$ cat src/rtl/rtype_pkg.sv
// Shared types and encodings for the R-type execute sequencer.
package rtype_pkg;

    typedef enum logic [1:0] {
        IDLE      = 2'd0,
        DECODE    = 2'd1,
        EXECUTE   = 2'd2,
        WRITEBACK = 2'd3
    } state_e;

    localparam logic [6:0] OPC_RTYPE       = 7'b0110011;
    localparam logic [6:0] F7_BASE         = 7'b0000000;
    localparam logic [6:0] F7_ALT          = 7'b0100000;
    localparam logic [1:0] ALUOP_LOADSTORE = 2'b00;
    localparam logic [1:0] ALUOP_RTYPE     = 2'b10;

endpackage

$ cat src/rtl/rtype_legal_chk.sv
// Combinational legality check for an RV64 R-type instruction word.
module rtype_legal_chk
    import rtype_pkg::*;
(
    input  logic [31:0] instr_i,
    output logic        legal_o
);

    logic [6:0] opcode;
    logic [6:0] funct7;
    logic [2:0] funct3;
    logic       unused_fields;

    assign opcode = instr_i[6:0];
    assign funct7 = instr_i[31:25];
    assign funct3 = instr_i[14:12];

    // Register specifiers play no part in legality.
    assign unused_fields = ^{instr_i[24:15], instr_i[11:7]};

    // The alternate funct7 is only defined for SUB (000) and SRA (101).
    assign legal_o = (opcode == OPC_RTYPE) &&
                     ((funct7 == F7_BASE) ||
                      ((funct7 == F7_ALT) && ((funct3 == 3'b000) || (funct3 == 3'b101))));

endmodule

$ cat src/rtl/rtype_seq_ctrl.sv
// Multi-cycle DECODE/EXECUTE/WRITEBACK sequencer for the R-type execute datapath.
// Define RTYPE_BACK2BACK_EN to also accept the next instruction during WRITEBACK.
module rtype_seq_ctrl
    import rtype_pkg::*;
#(
    parameter int CNT_W       = 32,
    parameter int EXEC_CYCLES = 1
) (
    input  logic             clk,
    input  logic             rst_n,
    input  logic             instr_valid,
    input  logic [31:0]      instr_in,
    output logic             instr_ready,
    output logic [31:0]      instr_out,
    output logic [1:0]       alu_op,
    output logic             reg_write,
    output logic             busy,
    output logic             done,
    output logic             illegal,
    output logic [CNT_W-1:0] retire_cnt
);

`ifdef RTYPE_BACK2BACK_EN
    localparam bit B2B = 1'b1;
`else
    localparam bit B2B = 1'b0;
`endif
    localparam logic [3:0] EXEC_LOAD = 4'(EXEC_CYCLES - 1);

    state_e             state_q, state_d;
    logic [3:0]         exec_cnt_q, exec_cnt_d;
    logic [31:0]        instr_q, instr_d;
    logic               legal_q, legal_d, legal_in;
    logic               ready_q, ready_d;
    logic [1:0]         alu_op_q, alu_op_d;
    logic               reg_write_q, reg_write_d;
    logic               busy_q, busy_d;
    logic               done_q, done_d;
    logic               illegal_q, illegal_d;
    logic [CNT_W-1:0]   cnt_q, cnt_d;
    logic               xfer;

    assign xfer = instr_valid & ready_q;

    // Legality is evaluated on the incoming word so the verdict is already
    // registered while the FSM sits in DECODE.
    rtype_legal_chk u_legal_chk (
        .instr_i (instr_in),
        .legal_o (legal_in)
    );

    always_comb begin
        state_d    = state_q;
        exec_cnt_d = exec_cnt_q;
        instr_d    = xfer ? instr_in : instr_q;
        legal_d    = xfer ? legal_in : legal_q;

        case (state_q)
            IDLE: begin
                if (xfer) state_d = DECODE;
            end
            DECODE: begin
                if (legal_q) begin
                    state_d    = EXECUTE;
                    exec_cnt_d = EXEC_LOAD;
                end else begin
                    state_d = IDLE;
                end
            end
            EXECUTE: begin
                if (exec_cnt_q == 4'd0) state_d = WRITEBACK;
                else                    exec_cnt_d = exec_cnt_q - 4'd1;
            end
            WRITEBACK: begin
                state_d = (B2B && xfer) ? DECODE : IDLE;
            end
            default: state_d = IDLE;
        endcase

        // Outputs are registered, so they are derived from the state being entered.
        ready_d     = (state_d == IDLE) || (B2B && (state_d == WRITEBACK));
        busy_d      = (state_d != IDLE);
        alu_op_d    = ((state_d == EXECUTE) || (state_d == WRITEBACK)) ? ALUOP_RTYPE
                                                                       : ALUOP_LOADSTORE;
        done_d      = (state_d == WRITEBACK);
        reg_write_d = done_d && (instr_q[11:7] != 5'd0);
        illegal_d   = xfer && !legal_in;
        cnt_d       = done_d ? cnt_q + 1'b1 : cnt_q;
    end

    always_ff @(posedge clk or negedge rst_n) begin
        if (!rst_n) begin
            state_q     <= IDLE;
            exec_cnt_q  <= 4'd0;
            instr_q     <= 32'd0;
            legal_q     <= 1'b0;
            ready_q     <= 1'b1;
            alu_op_q    <= ALUOP_LOADSTORE;
            reg_write_q <= 1'b0;
            busy_q      <= 1'b0;
            done_q      <= 1'b0;
            illegal_q   <= 1'b0;
            cnt_q       <= '0;
        end else begin
            state_q     <= state_d;
            exec_cnt_q  <= exec_cnt_d;
            instr_q     <= instr_d;
            legal_q     <= legal_d;
            ready_q     <= ready_d;
            alu_op_q    <= alu_op_d;
            reg_write_q <= reg_write_d;
            busy_q      <= busy_d;
            done_q      <= done_d;
            illegal_q   <= illegal_d;
            cnt_q       <= cnt_d;
        end
    end

    assign instr_ready = ready_q;
    assign instr_out   = instr_q;
    assign alu_op      = alu_op_q;
    assign reg_write   = reg_write_q;
    assign busy        = busy_q;
    assign done        = done_q;
    assign illegal     = illegal_q;
    assign retire_cnt  = cnt_q;

endmodule

$ cat config.mk
export PLATFORM = sky130hd
export DESIGN_NAME = rtype_seq_ctrl
export DESIGN_NICKNAME = d
export VERILOG_FILES = /design/src/rtl/rtype_pkg.sv /design/src/rtl/rtype_legal_chk.sv /design/src/rtl/rtype_seq_ctrl.sv
export SDC_FILE = /design/constraint.sdc
export NUM_CORES = 1
export LEC_CHECK = 0
export BUFFER_PORTS_ARGS = -buffer_cell sky130_fd_sc_hd__clkbuf_2
export CORE_UTILIZATION = 30
export CTS_CLUSTER_SIZE = 16
export DETAILED_ROUTE_END_ITERATION = 8
export REMOVE_ABC_BUFFERS = 1
export SYNTH_ARGS = -nofsm -noshare
export SYNTH_HDL_FRONTEND = slang
export SYNTH_SLANG_ARGS = --single-unit
$ cat constraint.sdc
create_clock -name clk -period 2.63 [get_ports clk]
set_input_delay 0.263 -clock clk [delete_from_list [all_inputs] [get_ports clk]]
set_output_delay 0.263 -clock clk [all_outputs]
set_load 0.05 [all_outputs]
==> summary.md <==
| Metric | Value |
|---|---|
| Status | complete, no violations |
| Die area | around 0.011 mm2 |
| WL per Instance | ~14 um |
| CTS H-Tree Depth | 3 |
| DRT met1 WL | about 3000 um |
| Synth area leaders | dfrtp_1 57%, mux2_2 12%, xnor2_1 7.4% |
| Slew Limit Headroom | 0.361 |
| Clk_lat worst skew | 350 ps |
| Synthesis-stage register bit count | between 70 and 80 |
| Slack of the critical path | 489 ps |
| Cell area after layout | 0.00419 mm2 |
| Nets | 409 |
| Internal Power | 1.88 mW |
| Vias in the first global route | ~2500 |
| Final GP Congestion | 0.760 |
| Synth area leader | dfrtp_1 |
| Final setup viols | 0 |
| TritonCTS buffer count | 9 |
| Pre-CTS WS | 483 ps |
| CP Class | flip-flop to flip-flop |
| IO Pins | 106 |
| Total Neg Setup Slack | 0 ps |
| Switching Fraction | 0.338 |
| Cells after Synth | 261 |
| First-pass DRT Iterations | 4 |
| Initial Util | 0.307 |
| Pins Over Slew Limit | 0 |
| First-pass GRT wire length | 11800 um |
| Layout area overhead | 26.4% |
| DRC | 0 |
| Largest net degree at the start of global routing | 78 |
| Starting DRT DRC Count | 108 |
| Worst Path Arrival | 2370 ps |
| Top layer in use | met4 |
| CP Data Required Time | 2850 ps |
| Min-Delay Path Class | input port to asynchronous set/reset pin |
| Die Ht | roughly 110 um |
| Yosys warnings | 0 |
| Met2 wire len | 3270 um |
| Initial antenna violation count | 0 |
| DPL Wire Length | ~5000 um |
| Post-DP Area | around 0.0040 mm2 |
| Sequential share of the synthesized area | 0.582 |
| Root Buffer Master | clkbuf_8 |
| Antenna viol nets, final | 0 |
| Minimum clock period | 2140 ps |
| Vias per std cell | about 4.7 |
| Register area | 0.00193 mm2 |
| Synth cell types | 36 |
| Multi-input logic area | roughly 0.0013 mm2 |
| Max cap viols | 0 |
| Total number of vias | 2435 |
| Post-Route WL | 7080 um |
| Setup Skew | 10.9 ps |
| Combinational Power Share | 0.204 |
| Mapped Area | ~0.0033 mm2 |
| Tcrit/Tclk final | 0.814 |
| Met3 WL | 657 um |
| Clk pin slew, worst setup/hold paths | about 90 ps |
| Critical path capture point type | flip-flop |
| NetSw | 0.961 mW |
| Max Clk Rate | roughly 0.47 GHz |
| Filler cells | 1055 |
| Worst-path fanout max | 6 |
| Layout cells sized above 1 | 0.436 |
| Reg power frac | 0.465 |
| Yosys top cell area share | 0.574 |
| RSZ-0062 raised after global routing | no |
| Ant diodes | 0 |
| Chip width | 107 um |
| Worst setup SP type | flip-flop |
| Clock sink total | 77 |
| Post-CTS Resized | 0 |
| Leakage | 1.99 nW |
| TritonCTS clock tree | done |
| Input/output buffers | 104 |
| Worst-Margin Slew | approximately 960 ps |
| Max clock buf depth | 2 |
| Overall routing resource usage | 0.133 |
| Peak supply drop | 0.377 mV |
| Core box area | 0.0108 mm2 |
| Postcts setup bufs | 0 |
| Rows | 38 |
| P per Cell Area | 678 mW/mm2 |
| Fin. Hold Viols | 0 |
| Hold-fix buffers at CTS | 0 |
| Clock Power Share | 0.330 |
| Syn Area/Cell | 12.7 um2 |
| GRT overflow | 0 |
## sequential cells by signal, indices dropped and copies added, names as in the netlist
register and flops:
alu_op 1, exec_cnt_q 4, reg_write 1, state_q 2
busy 1, instr_out 32, illegal 1, retire_cnt 32
done 1, instr_ready 1, legal_q 1
## worst max-delay path, cell delays in order, from the launching register on
cell	delay, ps
dfrtp_1	410
inv_1	100
ha_1	150
or3b_1	520
nor4_4	510
nand4_1	170
xnor2_1	160
## power by group through the flow
stage / clock network (mW) / logic, mW / registers, mW
3_3_place_gp: 0 / 0.583 / 1.34
2_1_floorplan: 0 / 0.112 / 1.65
3_5_place_dp: 0 / 0.588 / 1.34
4_1_cts: 0.978 / 0.588 / 1.32
6_report: 0.938 / 0.581 / 1.32
5_1_grt: 1.02 / 0.613 / 1.33
## cell usage in the layout (no fill, tap or decap), types with 2 or more instances in the layout
cell | netlist | layout
clkbuf_2 | 0 | 103
dfrtp_1 | 76 | 76
mux2_2 | 34 | 34
xnor2_1 | 28 | 28
nand2_1 | 20 | 20
nand3_1 | 16 | 16
nand4_1 | 11 | 11
nor2_1 | 9 | 9
clkbuf_8 | 0 | 9
o21ai_0 | 6 | 6
nor3_1 | 6 | 6
and3_1 | 5 | 5
inv_1 | 4 | 4
a21oi_1 | 4 | 4
xor2_1 | 4 | 4
and4_1 | 3 | 3
nor4_4 | 3 | 3
ha_1 | 3 | 3
inv_6 | 0 | 3
buf_4 | 2 | 3
nand2b_1 | 2 | 2
nor4_1 | 2 | 2
nor3_4 | 2 | 2
a211oi_1 | 2 | 2
and2_1 | 2 | 2
## final timing paths
kind,start,endpoint,slack [ps],cells after the start
setup reg to reg,exec_cnt_q[0]$_DFFE_PN0P_,retire_cnt[22]$_DFFE_PN0N_,490,6
setup / recovery,exec_cnt_q[0]$_DFFE_PN0P_,retire_cnt[22]$_DFFE_PN0N_,490,6
hold / removal,rst_n,instr_out[25]$_DFFE_PN0P_,30,1
hold reg to reg,retire_cnt[31]$_DFFE_PN0N_,retire_cnt[31]$_DFFE_PN0N_,480,1
max in group asynchronous,rst_n,exec_cnt_q[0]$_DFFE_PN0P_,1950,1
min in group clk,instr_in[19],instr_out[19]$_DFFE_PN0P_,140,2
## area by class of cell
cell class | instances | area share
clock inverters | 7 | 0.0191
flip-flops and latches | 77 | 0.460
inverters | 4 | 0.00358
clock buffers | 9 | 0.0296
multi-input cells | 173 | 0.317
repair buffers | 106 | 0.128
well taps | 140 | 0.0418
## through the flow
stage	util	hold slack, ps	instances	total power, mW
4_1_cts	0.388	89.2	516	2.89
3_3_place_gp	0.369	465	500	1.92
5_1_grt	0.388	119	516	2.97
6_report	0.388	34.9	516	2.84
2_1_floorplan	-	-32.6	254	1.76
3_5_place_dp	0.369	472	500	1.93
## routing by layer
metal,track usage,vias to the layer above
met5,0,-
met2,0.218,91
met1,0.155,1194
met3,0.0559,8
li1,-,1142
met4,0.0499,0
## cells in the mapped netlist, drive strengths merged
master / instances
a211oi: 2
a21boi: 1
a21oi: 4
and2: 2
and3: 5
and4: 3
buf: 3
clkbuf: 4
conb: 1
dfrtp: 76
dfstp: 1
ha: 3
inv: 4
mux2: 34
nand2: 20
nand2b: 2
nand3: 16
nand3b: 1
nand4: 12
nor2: 9
nor3: 8
nor3b: 1
nor4: 5
nor4b: 1
o21a: 1
o21ai: 6
o41ai: 1
or2: 1
or3: 1
or3b: 1
xnor2: 28
xor2: 4
## cell families (layout without fill, tap and decap cells)
logic type      after synthesis  after routing  synth area share
compound gates               15             15            0.0268
xor+xnor                     32             32            0.0846
fa+ha+maj                     3              3            0.0113
buf+inv                      11            126            0.0170
flops                        77             77             0.582
mux                          34             34             0.116
other cells                   1              1           0.00113
simple gates                 88             88             0.162
No activity file was read; power rests on OpenSTA's default activity.
